==> src/rtl/data_cache.sv <==
// Direct-mapped, write-through, no-write-allocate data cache sitting between
// the memory stage and a valid/ready main-memory port with a separate response channel.
module data_cache #(
  parameter int WIDTH = 32,
  parameter int SETS  = 16
) (
  input  logic             clk,
  input  logic             rst,
  input  logic             req_valid,
  input  logic             req_write,
  input  logic [WIDTH-1:0] addr,
  input  logic [WIDTH-1:0] wdata,
  output logic [WIDTH-1:0] rdata,
  output logic             stall,
  output logic             mem_req_valid,
  output logic             mem_req_write,
  output logic [WIDTH-1:0] mem_addr,
  output logic [WIDTH-1:0] mem_wdata,
  input  logic             mem_req_ready,
  input  logic             mem_resp_valid,
  input  logic [WIDTH-1:0] mem_rdata
);

  localparam int IDX  = $clog2(SETS);
  localparam int TAGW = WIDTH - IDX - 2;

  typedef enum logic [2:0] {
    IDLE,
    READ_REQ,
    READ_WAIT,
    WRITE_REQ,
    RESP
  } state_e;

  state_e state_q, state_d;

  logic [SETS-1:0]  valid_q, valid_d;
  logic [WIDTH-1:0] resp_q, resp_d;
  logic [TAGW-1:0]  tag_q  [SETS];
  logic [WIDTH-1:0] data_q [SETS];

  logic [IDX-1:0]  index;
  logic [TAGW-1:0] tag;
  logic            hit;
  logic            fill;
  logic            write_hit;

  assign index = addr[IDX+1:2];
  assign tag   = addr[WIDTH-1:IDX+2];
  assign hit   = valid_q[index] && (tag_q[index] == tag);

  always_ff @(posedge clk or negedge rst) begin
    if (!rst) begin
      state_q <= IDLE;
      valid_q <= '0;
      resp_q  <= '0;
    end else begin
      state_q <= state_d;
      valid_q <= valid_d;
      resp_q  <= resp_d;
    end
  end

  // Tag/data arrays carry no reset; the valid bits alone decide whether a line counts.
  always_ff @(posedge clk) begin
    if (fill) begin
      tag_q[index]  <= tag;
      data_q[index] <= mem_rdata;
    end else if (write_hit) begin
      data_q[index] <= wdata;
    end
  end

  always_comb begin
    state_d       = state_q;
    valid_d       = valid_q;
    resp_d        = resp_q;
    stall         = 1'b0;
    mem_req_valid = 1'b0;
    mem_req_write = 1'b0;
    fill          = 1'b0;
    write_hit     = 1'b0;
    rdata         = '0;
    case (state_q)
      IDLE: begin
        if (req_valid) begin
          if (req_write) begin
            stall   = 1'b1;
            state_d = WRITE_REQ;
          end else if (hit) begin
            rdata = data_q[index];
          end else begin
            stall   = 1'b1;
            state_d = READ_REQ;
          end
        end
      end
      READ_REQ: begin
        stall         = 1'b1;
        mem_req_valid = 1'b1;
        if (mem_req_ready) state_d = READ_WAIT;
      end
      READ_WAIT: begin
        stall = 1'b1;
        if (mem_resp_valid) begin
          fill           = 1'b1;
          valid_d[index] = 1'b1;
          resp_d         = mem_rdata;
          state_d        = RESP;
        end
      end
      WRITE_REQ: begin
        stall         = 1'b1;
        mem_req_valid = 1'b1;
        mem_req_write = 1'b1;
        if (mem_req_ready) begin
          write_hit = hit;
          state_d   = RESP;
        end
      end
      RESP: begin
        // The core advances on this edge, so the request is released before IDLE sees it.
        if (req_valid && !req_write) rdata = resp_q;
        state_d = IDLE;
      end
      default: state_d = IDLE;
    endcase
  end

  assign mem_addr  = req_valid ? (addr & ~WIDTH'(3)) : '0;
  assign mem_wdata = req_valid ? wdata : '0;

endmodule

==> config.mk <==
export PLATFORM = sky130hd
export DESIGN_NAME = data_cache
export DESIGN_NICKNAME = d
export VERILOG_FILES = /design/src/rtl/data_cache.sv
export SDC_FILE = /design/constraint.sdc
export NUM_CORES = 1
export LEC_CHECK = 0
export ABC_CLOCK_PERIOD_IN_PS = 18000
export BUFFER_PORTS_ARGS = -buffer_cell sky130_fd_sc_hd__buf_4
export CORE_MARGIN = 2
export CORE_UTILIZATION = 55
export DETAILED_ROUTE_END_ITERATION = 8
export GPL_TIMING_DRIVEN = 0
export PLACE_DENSITY = 0.75
export SYNTH_ARGS = -nofsm -noshare
export SYNTH_HDL_FRONTEND = slang
export SYNTH_SLANG_ARGS = --single-unit
==> constraint.sdc <==
create_clock -name clk -period 18 [get_ports clk]
set_input_delay 0.9 -clock clk [delete_from_list [all_inputs] [get_ports clk]]
set_output_delay 0.9 -clock clk [all_outputs]
set_load 0.01 [all_outputs]
### Word level (Yosys, flattened, before mapping)

Memories as Yosys holds them, arrays and structs flattened.
Cells that the tools add are included.

* memories: 2
* latch bits: 0
* logic and storage cells: 62
* memory bits (writable): 928
* ROM bits: 0
* output and inout bits: 99
* register bits: 51

* reduce and logical (&&, ||, !) cells: 9
* $lt $le $gt $ge: 2
* add/sub/neg operators: 0
* mux-type cells: 34
* div/mod/pow operators: 0
* bitwise operators: 2
* shift operators: 0
* multiply operators: 0
* equality and inequality tests: 10

Memory list
* data_q: words 16, bits a word 32, read ports 1, clocked after memory_dff 0, write ports 1, line 40 `logic [WIDTH-1:0] data_q [SETS];`
* tag_q: words 16, bits a word 26, read ports 1, clocked after memory_dff 0, write ports 1, line 39 `logic [TAGW-1:0] tag_q [SETS];`

Operators by type and width (number)
* two-way mux 32 bit: 7
* case mux 32 bit (2 select lines): 1
* == test 26 bit: 1
* two-way mux 3 bit: 6
* two-way mux 1 bit: 16
* OR 16 bit: 1
* case mux 3 bit (4 select lines): 1
* != test 2 bit, second input constant: 4
* == test 3 x 2 -> 1 bit, second input constant: 2
* less-than comparator 4 x 5 -> 1 bit, second input constant: 1
* AND reduction 5 bit: 1
* binary-select mux 1 bit (select 4 bit): 1
* demux 1 bit (select 4 bit): 1
* >= comparator 4 x 1 -> 1 bit, second input constant: 1
* == test 3 x 1 -> 1 bit, second input constant: 1
* == test 3 bit, second input constant: 1
* logical AND 1 bit: 3
* logical NOT 3 bit: 1
* != test 3 bit, second input constant: 1
* OR reduction 3 bit: 1
* case mux 1 bit (2 select lines): 1
* AND reduction 2 bit: 1
* OR reduction 2 bit: 1
* logical NOT 1 bit: 1
* OR 1 bit: 1

### Logic depth before layout (Yosys ltp)

* depth after elaboration: 9
* gate-level depth with buffers: 16

### Worst setup path after synthesis

No wires, ideal clock.

* kind: input to register
* start: input addr[3]
* end: memory data_q[2][0] (enable)
* slack: 10.545 ns
* cell stages on the path: 13
* arrival: 6.933 ns
* data required time: 17.478 ns
* setup time: 0.522 ns
* path through: buf_6 > buf_8 > buf_4 > buf_2 > mux4_2 > a22oi_1 > a41oi_1 > or3_1 > nor4b_2 > and3_1 > nand4_1 > buf_4 > a2111oi_1

* longest elaborated chain between the ends: 9
* elaborated cells on any way between the ends: 11
* those cells by class: eq/ne: 1; mux: 7; bitwise: 1; reduce/logical: 1; memory: 1

RTL lines
* start: declaration: line 11 `input logic [WIDTH-1:0] addr,`
* memory read (16 x 26 bit) / binary-select mux 1 bit (select 4 bit) (equally long branches)
* == test 26 bit / two-way mux 1 bit (equally long branches): line 50 `assign hit = valid_q[index] && (tag_q[index] == tag);`
* logical AND 1 bit: line 50
* two-way mux 1 bit: line 116 `if (mem_req_ready) begin`
* two-way mux 1 bit: line 84 `case (state_q)`
* two-way mux 1 bit: line 69 `end else if (write_hit) begin`
* two-way mux 1 bit: line 66 `if (fill) begin`
* two-way mux 1 bit (implied by the code): line 70 `data_q[index] <= wdata;`
* OR 1 bit (no source line)
* end: declaration: line 40

Parallel ways exist; a longest one is shown, timed or not. The select of a mux whose other input is x is not followed.

### Worst setup path in the final report

* start: input addr[4]
* end: output rdata[17]

* longest elaborated chain between the ends: 7
* elaborated cells on any way between the ends: 10
* those cells by class: eq/ne: 1; mux: 6; reduce/logical: 1; memory: 2

RTL lines
* memory read (16 x 26 bit) / binary-select mux 1 bit (select 4 bit) (equally long branches)
* == test 26 bit / two-way mux 1 bit (equally long branches): line 50
* logical AND 1 bit: line 50
* two-way mux 32 bit *: line 90 `end else if (hit) begin`
* two-way mux 32 bit *: line 87 `if (req_write) begin`
* two-way mux 32 bit *: line 86 `if (req_valid) begin`
* case mux 32 bit (2 select lines) *: line 84
* end: declaration: line 13 `output logic [WIDTH-1:0] rdata,`

Every way passes the cells marked *; elsewhere a longest branch is shown, timed or not. The select of a mux whose other input is x is not followed.

==> impl_metrics.tcl <==
set metrics [dict create \
    io_buffers 192 \
    grt_use_total 0.2944 \
    fin_cells 3389 \
    drtIter0Drc 3126 \
    vdd_drop_max_v 0.00008920 \
    num_vias 21910 \
    path_clk_slew_ns 0.06 \
    cts_buffer_depth 3 \
    start_util 0.5539 \
    maxSlewViolCount 0 \
    synth_adder_area_share 0 \
    synth_cell_types 66 \
    grt_antenna_before_repair 2 \
    tns_ns 0 \
    numCtsBuffers 95 \
    fmax_ghz 0.1469 \
    cts_root_buffer "clkbuf_16" \
    nFillCells 4535 \
    area_delta_synth_final_pct 18.45 \
    io_pins 201 \
    synth-seq-area-share 0.7386 \
    synth_edf_count 928 \
    post-route-period-util 0.3781 \
    cts_resized 0 \
    fin_nets 2461 \
    postCtsSetupBuffers 0 \
    ant_nets 0 \
    grt_pass1_wl_mm 154.2 \
    first_pass_iters 6 \
    finClkSkew_ns 0.03533 \
    r2r_setup_slack_ns 12.81 \
    stdcell_area_sq_um 46740 \
    ctsHoldBuffers 0 \
    grt_overflow 0 \
    dp_hpwl_mm 68.74 \
    placed_cells 3212 \
    maxCapViolations 0 \
    rsz0062_at_grt "no" \
    placed_cell_area_sq_um 43470 \
    drc_errors 0 \
    synthMuxAreaShare 0.1702 \
    cp_max_fo 10 \
    syn_avg_cell_area_sq_um 19.74 \
    critPathRequiredTime_ns 17.10 \
    syn_inst 1999 \
    drive_gt1_frac 0.3310 \
    cts_max_level 3 \
    cts_sinks 979 \
    die_area_sq_um 73900 \
    final_cell_mix "928 x edfxtp_1, 234 x mux4_2, 212 x buf_4, 184 x nand2_1, 96 x clkbuf_16" \
    relSlewSlack 0.04950 \
    cp-start-kind "input port" \
    synth_area_sq_um 39460 \
    synthArstFlopShare 0.05209 \
    first_global_vias 22590 \
    crit_path_end_kind "output port" \
    r2r-end "data_q[8][28]" \
    tightest_slew_ns 1.420 \
    grt_start_max_net_pins 52 \
    status "complete, no violations" \
    yosys.area_share.simple 0.04442 \
    rr_worst_depth 12 \
    synth_flop_cell "edfxtp_1" \
    power-per-cell-area_nw_per_um2 110.9 \
    place_congestion 0.9025 \
    cp-startpoint "addr[4]" \
    viasPerCell 6.465 \
    ys.warnings.count 0 \
    cts_tree "built" \
    fp.dieW_microns 271.9 \
    synth-seq-cells 979 \
    r2r_start "tag_q[11][2]" \
    clk_latency_ns 0.67 \
    crit_end "rdata[17]" \
    critPathKind "in2out" \
    seqCellArea_sq_um 29140 \
    synth_top_family_by_area "multiplexers" \
    rows 98 \
    p_leak_nw 15.77 \
    arrival_ns 5.91 \
    setup_violations 0 \
    hold_path_class "in2async" \
    fin_crit_ns 6.806 \
    final_common_cell "edfxtp_1" \
    die_y_microns 271.9 \
    routed_wl_mm 107.1 \
    hold_viol 0 \
    synth-xor-area-share 0.005549 \
    wl_per_cell_microns 31.60 \
    core_sq_um 71240 \
    synth_compound_gate_area_share 0.02578 \
    multi_input_area_sq_um 10010 \
]
power by group:
group	leakage [nW]	total (mW)	switching, mW	internal [mW]
registers	8.99	2.62	0.0404	2.58
logic	5.20	0.490	0.307	0.183
clock network	1.58	2.07	0.877	1.20
metrics by stage:
stage	worst slack (ns)	util	total power, mW	hold WS (ns)
after floorplan	10.54	-	2.918	0.4308
after global placement	4.265	0.5909	3.099	0.4457
after detailed placement	10.82	0.6101	3.140	0.4523
after CTS	11.25	0.6560	5.185	0.3316
after global routing	11.06	0.6561	5.307	0.3792
final	11.19	0.6561	5.181	0.3565
worst max-delay path, stage by stage:
cell,delay (ns)
clkbuf_1,0.48
clkbuf_1,0.93
clkinv_1,0.84
mux2i_1,0.56
mux2i_1,0.16
xor2_1,0.21
nor4b_2,0.39
nand2_1,0.12
or4b_4,0.71
buf_6,0.22
o21ai_1,0.20
buf_4,0.16
metal layers:
metal | routed length, microns | vias up | global-route usage
met2 | 52780 | 1492 | 0.4797
met4 | 4562 | 2 | 0.1230
met5 | 98 | - | 0.009628
met3 | 11480 | 289 | 0.06718
met1 | 38190 | 11330 | 0.3865
li1 | - | 8801 | -
Yosys cell counts (all sizes together) (8+ instances only):
cell    instances  area, sq um
a21oi           9        45.04
mux2i          95        950.9
xnor2          20        175.2
dfrtp          51         1276
nand2         184        690.7
mux2           44        495.5
buf            67        400.4
a22oi          28        210.2
nor2b          11        68.82
clkbuf         46        172.7
and2           67        419.2
edfxtp        928        27870
a211oi         16        125.1
nand2b          9        56.30
mux4          234         5270
inv             8        30.03
nor2           29        111.4
or2            19        118.9
o21ai          41        272.8
worst min path at each step:
stage / endpoint / from / cells past startpoint
6_report: resp_q[27] / rst / 1
5_1_grt: resp_q[27] / rst / 1
4_1_cts: resp_q[27] / rst / 1
3_5_place_dp: valid_q[11] / valid_q[11] / 1
3_3_place_gp: valid_q[13] / valid_q[13] / 1
2_1_floorplan: valid_q[12] / valid_q[12] / 1
kinds of logic after synthesis:
family | count (synthesis)
AOI/OAI and AO/OA | 137
xor gates and xnor gates | 25
buffers and inverters | 122
DFF | 979
muxes | 373
other | 1
and+or+nand+nor | 362
flip-flops by register name (all words and copies together), names as in the netlist:
signal / flops
data_q: 512
state_q: 3
resp_q: 32
tag_q: 416
valid_q: 16
cell type report:
class                           count  area share
Antenna cell                        1  0.00005354
Multi-Input combinational cell    899      0.2143
Buffer                            113     0.01226
Tap cell                          950     0.02543
Inverter                            9   0.0007228
Timing Repair Buffer              262     0.05375
Clock buffer                      111     0.05282
Clock inverter                     65     0.01719
Sequential cell                   979      0.6235
Power figures use the tool's default switching activity.
